## config.mk

```make
export PLATFORM = sky130hd
export DESIGN_NAME = mdu_sequencer
export DESIGN_NICKNAME = d
export VERILOG_FILES = /design/src/rtl/mdu_pkg.sv /design/src/rtl/mdu_iter_step.sv /design/src/rtl/mdu_sequencer.sv
export SDC_FILE = /design/constraint.sdc
export NUM_CORES = 1
export LEC_CHECK = 0
export CORE_ASPECT_RATIO = 1.5
export CORE_UTILIZATION = 48
export CTS_CLUSTER_SIZE = 25
export DETAILED_ROUTE_END_ITERATION = 10
export PLACE_DENSITY = 0.68
export SYNTH_ARGS = -nofsm -noshare
export SYNTH_HDL_FRONTEND = slang
export SYNTH_SLANG_ARGS = --single-unit
export TNS_END_PERCENT = 20
```

## constraint.sdc

```tcl
create_clock -name clk -period 4.2 [get_ports clk]
set_input_delay 0.42 -clock clk [delete_from_list [all_inputs] [get_ports clk]]
set_output_delay 0.42 -clock clk [all_outputs]
set_load 0.005 [all_outputs]
```

## src/rtl/mdu_pkg.sv

```systemverilog
// Shared definitions for the RV32M multiply/divide unit: funct3 op codes,
// the sequencer state encoding and operand-signedness helpers.
package mdu_pkg;

  // funct7 value that marks an R-type as an M-extension instruction
  localparam logic [6:0] MDU_FUNCT7 = 7'b0000001;

  localparam logic [2:0] MDU_MUL    = 3'b000;
  localparam logic [2:0] MDU_MULH   = 3'b001;
  localparam logic [2:0] MDU_MULHSU = 3'b010;
  localparam logic [2:0] MDU_MULHU  = 3'b011;
  localparam logic [2:0] MDU_DIV    = 3'b100;
  localparam logic [2:0] MDU_DIVU   = 3'b101;
  localparam logic [2:0] MDU_REM    = 3'b110;
  localparam logic [2:0] MDU_REMU   = 3'b111;

  typedef enum logic [2:0] {
    ST_IDLE = 3'd0,
    ST_PREP = 3'd1,
    ST_RUN  = 3'd2,
    ST_FIX  = 3'd3,
    ST_DONE = 3'd4
  } mdu_state_e;

  // rs1 is treated as two's complement for MULH, MULHSU, DIV and REM
  function automatic logic rs1_signed(input logic [2:0] op);
    return (op == MDU_MULH) || (op == MDU_MULHSU) || (op == MDU_DIV) || (op == MDU_REM);
  endfunction

  // rs2 is treated as two's complement for MULH, DIV and REM
  function automatic logic rs2_signed(input logic [2:0] op);
    return (op == MDU_MULH) || (op == MDU_DIV) || (op == MDU_REM);
  endfunction

endpackage

```

## src/rtl/mdu_iter_step.sv

```systemverilog
// One radix-2 iteration: shift-add for multiply (accumulator shifts right),
// restoring shift-subtract for divide (accumulator = {remainder, quotient}).
module mdu_iter_step #(
  parameter int DATA_WIDTH = 32
) (
  input  logic                      is_div_s,
  input  logic [2*DATA_WIDTH-1:0]   acc_s,
  input  logic [DATA_WIDTH-1:0]     operand_s,
  output logic [2*DATA_WIDTH-1:0]   acc_next_s
);

  localparam int W = DATA_WIDTH;

  logic [W:0] sum_s;
  logic [W:0] rem_sh_s;
  logic [W:0] diff_s;

  // Single add/shift or subtract/shift step, chosen by operation class
  always_comb begin
    sum_s      = {1'b0, acc_s[2*W-1:W]} + {1'b0, operand_s};
    rem_sh_s   = acc_s[2*W-1:W-1];
    diff_s     = rem_sh_s - {1'b0, operand_s};
    acc_next_s = acc_s;
    if (is_div_s) begin
      // A clear top bit means the trial subtraction did not go negative
      if (!diff_s[W]) begin
        acc_next_s = {diff_s[W-1:0], acc_s[W-2:0], 1'b1};
      end else begin
        acc_next_s = {rem_sh_s[W-1:0], acc_s[W-2:0], 1'b0};
      end
    end else begin
      // Carry out of the upper-half add becomes the new MSB after the shift
      if (acc_s[0]) begin
        acc_next_s = {sum_s, acc_s[W-1:1]};
      end else begin
        acc_next_s = {1'b0, acc_s[2*W-1:1]};
      end
    end
  end

endmodule

```

## src/rtl/mdu_sequencer.sv

```systemverilog
// Iterative RV32M multiply/divide controller: captures one op, prepares
// operand magnitudes, runs DATA_WIDTH radix-2 steps, fixes the sign and
// presents a registered result with a one-cycle done pulse.
module mdu_sequencer
  import mdu_pkg::*;
#(
  parameter int DATA_WIDTH = 32,
  parameter int CNT_WIDTH  = 6
) (
  input  logic                  clk,
  input  logic                  reset,
  input  logic                  start_i,
  input  logic [2:0]            funct3_i,
  input  logic [DATA_WIDTH-1:0] rs1_data_i,
  input  logic [DATA_WIDTH-1:0] rs2_data_i,
  output logic                  busy_o,
  output logic                  done_o,
  output logic [DATA_WIDTH-1:0] result_o
);

  localparam int W = DATA_WIDTH;
  localparam logic [CNT_WIDTH-1:0] CNT_ONE  = {{(CNT_WIDTH-1){1'b0}}, 1'b1};
  localparam logic [CNT_WIDTH-1:0] CNT_LAST = CNT_WIDTH'(DATA_WIDTH - 1);

  mdu_state_e           state_r, state_next_s;
  logic [2:0]           op_r, op_next_s;
  logic [W-1:0]         rs1_r, rs1_next_s;
  logic [W-1:0]         rs2_r, rs2_next_s;
  logic [W-1:0]         oper_r, oper_next_s;
  logic [2*W-1:0]       acc_r, acc_next_s;
  logic                 neg_r, neg_next_s;
  logic [CNT_WIDTH-1:0] cnt_r, cnt_next_s;
  logic [W-1:0]         result_r, result_next_s;
  logic                 busy_r, done_r;

  logic                 is_div_s, neg_a_s, neg_b_s, div_zero_s, overflow_s;
  logic [W-1:0]         mag_a_s, mag_b_s, quot_s, rem_s;
  logic [2*W-1:0]       prod_s, step_acc_s;

  mdu_iter_step #(.DATA_WIDTH(DATA_WIDTH)) u_step (
    .is_div_s   (is_div_s),
    .acc_s      (acc_r),
    .operand_s  (oper_r),
    .acc_next_s (step_acc_s)
  );

  // Next-state and datapath-update logic for the sequencer
  always_comb begin
    state_next_s  = state_r;
    op_next_s     = op_r;
    rs1_next_s    = rs1_r;
    rs2_next_s    = rs2_r;
    oper_next_s   = oper_r;
    acc_next_s    = acc_r;
    neg_next_s    = neg_r;
    cnt_next_s    = cnt_r;
    result_next_s = result_r;

    is_div_s   = op_r[2];
    neg_a_s    = rs1_signed(op_r) & rs1_r[W-1];
    neg_b_s    = rs2_signed(op_r) & rs2_r[W-1];
    mag_a_s    = neg_a_s ? -rs1_r : rs1_r;
    mag_b_s    = neg_b_s ? -rs2_r : rs2_r;
    div_zero_s = is_div_s && (rs2_r == {W{1'b0}});
    overflow_s = ((op_r == MDU_DIV) || (op_r == MDU_REM)) &&
                 (rs1_r == {1'b1, {(W-1){1'b0}}}) && (rs2_r == {W{1'b1}});
    prod_s     = neg_r ? -acc_r : acc_r;
    quot_s     = neg_r ? -acc_r[W-1:0] : acc_r[W-1:0];
    rem_s      = neg_r ? -acc_r[2*W-1:W] : acc_r[2*W-1:W];

    case (state_r)
      ST_IDLE: begin
        if (start_i) begin
          op_next_s    = funct3_i;
          rs1_next_s   = rs1_data_i;
          rs2_next_s   = rs2_data_i;
          state_next_s = ST_PREP;
        end else begin
          state_next_s = ST_IDLE;
        end
      end
      ST_PREP: begin
        if (div_zero_s) begin
          // op_r[1] distinguishes REM/REMU from DIV/DIVU
          result_next_s = op_r[1] ? rs1_r : {W{1'b1}};
          state_next_s  = ST_DONE;
        end else if (overflow_s) begin
          result_next_s = op_r[1] ? {W{1'b0}} : rs1_r;
          state_next_s  = ST_DONE;
        end else begin
          cnt_next_s = {CNT_WIDTH{1'b0}};
          if (is_div_s) begin
            oper_next_s = mag_b_s;
            acc_next_s  = {{W{1'b0}}, mag_a_s};
            neg_next_s  = op_r[1] ? neg_a_s : (neg_a_s ^ neg_b_s);
          end else begin
            oper_next_s = mag_a_s;
            acc_next_s  = {{W{1'b0}}, mag_b_s};
            neg_next_s  = neg_a_s ^ neg_b_s;
          end
          state_next_s = ST_RUN;
        end
      end
      ST_RUN: begin
        acc_next_s = step_acc_s;
        cnt_next_s = cnt_r + CNT_ONE;
        if (cnt_r == CNT_LAST) begin
          state_next_s = ST_FIX;
        end else begin
          state_next_s = ST_RUN;
        end
      end
      ST_FIX: begin
        case (op_r)
          MDU_MUL:                        result_next_s = prod_s[W-1:0];
          MDU_MULH, MDU_MULHSU, MDU_MULHU: result_next_s = prod_s[2*W-1:W];
          MDU_DIV, MDU_DIVU:              result_next_s = quot_s;
          MDU_REM, MDU_REMU:              result_next_s = rem_s;
          default:                        result_next_s = {W{1'b0}};
        endcase
        state_next_s = ST_DONE;
      end
      ST_DONE: begin
        state_next_s = ST_IDLE;
      end
      default: begin
        state_next_s = ST_IDLE;
      end
    endcase
  end

  // State, datapath and registered-output update with synchronous reset
  always_ff @(posedge clk) begin
    if (reset) begin
      state_r  <= ST_IDLE;
      op_r     <= 3'b000;
      rs1_r    <= {W{1'b0}};
      rs2_r    <= {W{1'b0}};
      oper_r   <= {W{1'b0}};
      acc_r    <= {(2*W){1'b0}};
      neg_r    <= 1'b0;
      cnt_r    <= {CNT_WIDTH{1'b0}};
      result_r <= {W{1'b0}};
      busy_r   <= 1'b0;
      done_r   <= 1'b0;
    end else begin
      state_r  <= state_next_s;
      op_r     <= op_next_s;
      rs1_r    <= rs1_next_s;
      rs2_r    <= rs2_next_s;
      oper_r   <= oper_next_s;
      acc_r    <= acc_next_s;
      neg_r    <= neg_next_s;
      cnt_r    <= cnt_next_s;
      result_r <= result_next_s;
      busy_r   <= (state_next_s != ST_IDLE);
      done_r   <= (state_next_s == ST_DONE);
    end
  end

  assign busy_o   = busy_r;
  assign done_o   = done_r;
  assign result_o = result_r;

endmodule

```

# ---- Yosys cells after proc, flatten, opt, wreduce, memory -nomap -nowiden
# Cells that the tools add are included.
dict set report word_totals {
  ff_bits 207
  input_bits 70
  output_inout_bits 34
  wordCells 92
}
dict set report op_classes {
  addsub 8
  eq_ne 17
  n_mux 29
  n_bitwise 5
  reduce_logical 22
}
# op count
set op_table {}
lappend op_table {{$mux 64} 6}
lappend op_table {{$mux 32} 10}
lappend op_table {{$neg 32->32} 4}
lappend op_table {{$pmux 32 s4} 1}
lappend op_table {{$pmux 64 s2} 1}
lappend op_table {{$eq 32x32->1 const B} 2}
lappend op_table {{$neg 64->64} 1}
lappend op_table {{$pmux 32 s2} 1}
lappend op_table {{$add 32x32->33} 1}
lappend op_table {{$sub 33x32->33} 1}
lappend op_table {{$logic_not 32->1} 1}
lappend op_table {{$eq 3x3->1 const B} 5}
lappend op_table {{$eq 3x2->1 const B} 4}
lappend op_table {{$mux 6} 2}
lappend op_table {{$pmux 3 s4} 1}
lappend op_table {{$pmux 6 s2} 1}
lappend op_table {{$add 6x1->6 const B} 1}
lappend op_table {{$eq 3x1->1 const B} 2}
lappend op_table {{$eq 6x5->1 const B} 1}
lappend op_table {{$logic_not 3->1} 2}
lappend op_table {{$logic_or 1x1->1} 6}
lappend op_table {{$mux 3} 2}
lappend op_table {{$reduce_and 3->1} 2}
lappend op_table {{$mux 1} 4}
lappend op_table {{11 further kinds} 19}

# ---- Depth between registers and ports, before layout
# Gate-level depths: netlist of the first run.
dict set report logic_depth {
  ltp_word 10
  mapped_depth 13
  depth_no_buf 12
}

# ---- Cells and area by module
# A second synthesis of the first run with hierarchy kept.
dict set report hier_totals {
  cells_unflattened 2500
  area_unflattened_um2 17952.2
}
# module instances cells_each area_per_inst_um2 seq_area_each_um2
set modules_own_cells {}
lappend modules_own_cells {mdu_sequencer 1 1810 13231.4 4144.0}
lappend modules_own_cells {mdu_iter_step 1 690 4720.8 0.0}

# ---- Worst setup path after synthesis of the first run
# No wires, ideal clock.
dict set report synth_path {
  path_type {register to register}
  startpoint {reg acc_r[32]}
  endpoint {reg acc_r[58]}
  setup_ns 0.117
  arrival_ns 2.931
  t_required_ns 4.083
  path_slack_ns 1.152
  stages_incl_launch_ff 14
  n_path_buf 2
  period_less_slack_ns 3.048
  cell_sequence {dfxtp_1 clkbuf_1 inv_1 fa_1 nand2b_1 a21oi_1 o21a_1 o211ai_1 nand2_1 nor3_1 nor2_1 buf_1 nand3_1 a32o_1}
}
dict set report synth_via {
  elab_chain_len 4
  elab_cells_between_ends 6
  cone_classes {add/sub: 2; mux: 4}
}
# item line
set synth_rtl {}
lappend synth_rtl {{start, declared} mdu_sequencer.sv:30} ;# logic [2*W-1:0] acc_r, acc_next_s;
lappend synth_rtl {{start signal, assigned} mdu_sequencer.sv:140} ;# acc_r <= {(2*W){1'b0}};
lappend synth_rtl {{start signal, assigned} mdu_sequencer.sv:152} ;# acc_r <= acc_next_s;
lappend synth_rtl {{$sub 33x32->33 / $add 32x32->33 (equally long branches)} {mdu_iter_step.sv:22, mdu_iter_step.sv:20}}
lappend synth_rtl {{$mux 64, on equally long branches} {mdu_iter_step.sv:26, mdu_iter_step.sv:33}}
lappend synth_rtl {{$mux 64 *} mdu_iter_step.sv:24} ;# if (is_div_s) begin
lappend synth_rtl {{$pmux 64 s2 *} mdu_sequencer.sv:71} ;# case (state_r)
# Mark *: on every way between the ends. The rest lies on a longest branch, timed or not.
# A chain may end at the register's enable or synchronous reset.

# ---- Final worst setup path of the first run
dict set report layout_path {
  startpoint {reg acc_r[10]}
  endpoint {reg result_r[6], in the netlist result_o[6]}
}
dict set report layout_via {
  elab_chain_len 4
}
# item line
set layout_rtl {}
lappend layout_rtl {{$neg 64->64} mdu_sequencer.sv:67} ;# prod_s = neg_r ? -acc_r : acc_r;
lappend layout_rtl {{$mux 64} mdu_sequencer.sv:67}
lappend layout_rtl {{$pmux 32 s4} mdu_sequencer.sv:114} ;# case (op_r)
lappend layout_rtl {{$pmux 32 s2} mdu_sequencer.sv:71}
lappend layout_rtl {{end signal, assigned} mdu_sequencer.sv:143} ;# result_r <= {W{1'b0}};
lappend layout_rtl {{end signal, assigned} mdu_sequencer.sv:155} ;# result_r <= result_next_s;
lappend layout_rtl {{end, declared} mdu_sequencer.sv:33} ;# logic [W-1:0] result_r, result_next_s;
# Every way passes these cells.

==> results of run 1 <==
synth_stat cells (all sizes together), types with 12 or more instances:
library cell / n
a211oi: 77
a21o: 32
a21oi: 226
a221oi: 12
a311oi: 12
a31oi: 25
and2: 14
buf: 30
clkbuf: 154
dfxtp: 207
ha: 70
inv: 66
mux2: 13
mux2i: 64
nand2: 341
nand2b: 20
nand3: 41
nand4: 20
nor2: 165
nor2b: 17
nor3: 55
nor4: 25
o211ai: 37
o21a: 33
o21ai: 166
o221ai: 12
o22ai: 12
o31ai: 48
o41ai: 15
or3: 19
or4: 28
xnor2: 77
xor2: 91
cell families after synthesis:
logic type | synth area share
DFF | 0.2431
AOI/OAI and AO/OA | 0.2950
xor gates and xnor gates | 0.08632
muxes | 0.04749
buffers and inverters | 0.05931
adders and majority gates | 0.05432
and+or+nand+nor | 0.2145
final timing paths:
check / to / slack [ps] / depth (start not counted)
max: result_o[6] / 110 / 9
max reg2reg: result_o[6] / 110 / 9
min: op_r[2] / 420 / 3
min reg2reg: result_o[11] / 460 / 2
through the flow:
step	power [mW]	worst slack [ps]
after global routing	6.892	143.9
after detailed placement	4.534	140.0
after floorplan	3.697	1152
final	6.621	111.9
after global placement	4.522	159.0
after CTS	6.588	93.29
final cells by class:
class                   count  area [sq um]  share of cell area
multi-input cells        1881         11910              0.6142
clock inverters            14         133.9            0.006904
well taps                 473         591.8             0.03052
repair buffers            191          1755             0.09053
clock buffers              25         603.1             0.03110
inverters                  66         247.7             0.01278
flip-flops and latches    207          4149              0.2140
critical path: stages, from the launching register on:
cell,delay [ps]
dfxtp_1,420
nor4_1,740
nor4b_1,590
nand4_1,530
nand2_1,360
a31oi_1,120
a2111oi_0,830
buf_4,260
o22ai_1,80
nor2_1,90
what timing repair did:
action	4_1_cts	5_1_grt
setup endpoints to repair	0	8
resized for setup	0	1
buffers inserted	0	0
hold buffers	0	0
sequential cells by signal (all words and copies together), names as in the netlist:
name and cells:
result_o 32, rs2_r 32, op_r 3, oper_r 32, done_o 1, busy_o 1, rs1_r 32, state_r 3
cnt_r 6, neg_r 1, acc_r 64
report_power, final:
group          internal, mW  total, mW  switching [mW]
registers              2.06       2.23           0.166
clock network          1.16       2.06           0.900
logic                 0.851       2.34            1.49
routing by layer:
| metal | vias up | share of wire | GRT usage |
|---|---|---|---|
| met4 | 2 | 0.099 | 0.3290 |
| met2 | 783 | 0.49 | 0.6544 |
| met3 | 267 | 0.059 | 0.05271 |
| met5 | - | 0.00016 | 0 |
| met1 | 8516 | 0.35 | 0.3926 |
| li1 | 8554 | - | - |
==> results.ini, run 1 <==
[logic_synthesis]
synthCells = 2338
syn_avg_cell_area_sq_um = 7.291
syn_area_sq_mm = 0.01705
yosysTopAreaCell = dfxtp_1
netlist_top_cells_area = dfxtp_1 (24%), nand2_1 (7.5%), a21oi_1 (6.6%)
yosys_warnings = 0
synth_edf_count = 0
synth_cell_types = 81
synth_top_area_share = 0.2431
synthArstFlopShare = 0
synth_ff_type = dfxtp_1
seq_area_frac_synth = 0.2431
yosys_register_bits = 207
synth_fp_nets = 2480

[sta]
slew_viol_final = 0
rsz0062_at_grt = false
finalCriticalPeriod_ps = 4088
clock-skew-final_ps = 17.08
hold_ws_ps = 424.8
setup_violations = 0
finalCritPeriodShare = 0.9733
hold_viol = 0
worst_slew_pin_slew_ps = 1222
timing.setup.tns_ps = 0
relSlewSlack = 0.1769
clock.fmax_ghz = 0.2446

[placed_design]
dp_hpwl_mm = 52.72
routabilityCongestion = 0.9976
placed_area_sq_mm = 0.01865
io_buffers = 103
place_inst = 2818

[clock_network]
numCtsBuffers = 22
clock-sinks = 207
worstSkewPairLatency_ps = 550
path_clk_slew_ps = 70
clock_path_buffers = 3
htreeDepth = 1
root_buffer = clkbuf_16
cts_tree = yes

[run]
cap_violations = 0

[die]
core_region_area_sq_mm = 0.03500
die-area_sq_mm = 0.03629
fp.dieH_microns = 232.8
start_util = 0.4871
die_w_microns = 155.9
rows = 84
io_pins = 104

[drt]
ant_nets = 0
drt-total-wl_mm = 68.32
drcViolationCount = 0
drt_first_iter_violations = 1361
firstDrtPassIters = 5
via_count = 18120
viasPerCell = 6.343
wl_per_cell_microns = 23.91

[layout]
drive_above_1_share = 0.07466
fill_cells = 3463
syn2layout_area_growth_pct = 13.76
finalNonFillerCells = 2857
antenna_cells = 0
final_core_util = 0.5541
layout_commonest_cell = nand2_1
layout_common_cells = nand2_1 (339), a21oi_1 (226), dfxtp_1 (205)
nets = 2511
stdcell_area_sq_mm = 0.01939

[global_routing]
antenna_found_initial = 2
grt_pass1_vias = 17500
grt.total_usage = 0.3753
grt_pass1_wl_mm = 103.0
overflow = 0
grt_max_degree = 161

[pwr]
powerDensity_mw_per_mm2 = 341.4
peakVddDrop_uv = 329.6
p_leak_nw = 7.533

[setup_path]
critical_path_class = flip-flop to flip-flop
worst_ep_arrival_time_ps = 4560
crit_fanout = 7
end_kind = flip-flop
cp.required_ps = 4670
reg2reg_from = acc_r[10]
cp-startpoint = acc_r[10]
startpoint_type = flip-flop

[outcome]
status = completed

[hold_path]
hold_path_startpoint = funct3_i[2]
hp-class = input pin to flip-flop

No activity file was read; power rests on OpenSTA's default activity.
==> run 2, diff against run 1 <==
Settings changed: HOLD_SLACK_MARGIN from default to 0.15.
==> results of run 2 <==
Final layout, timing and power as in run 1 (identical DEF).
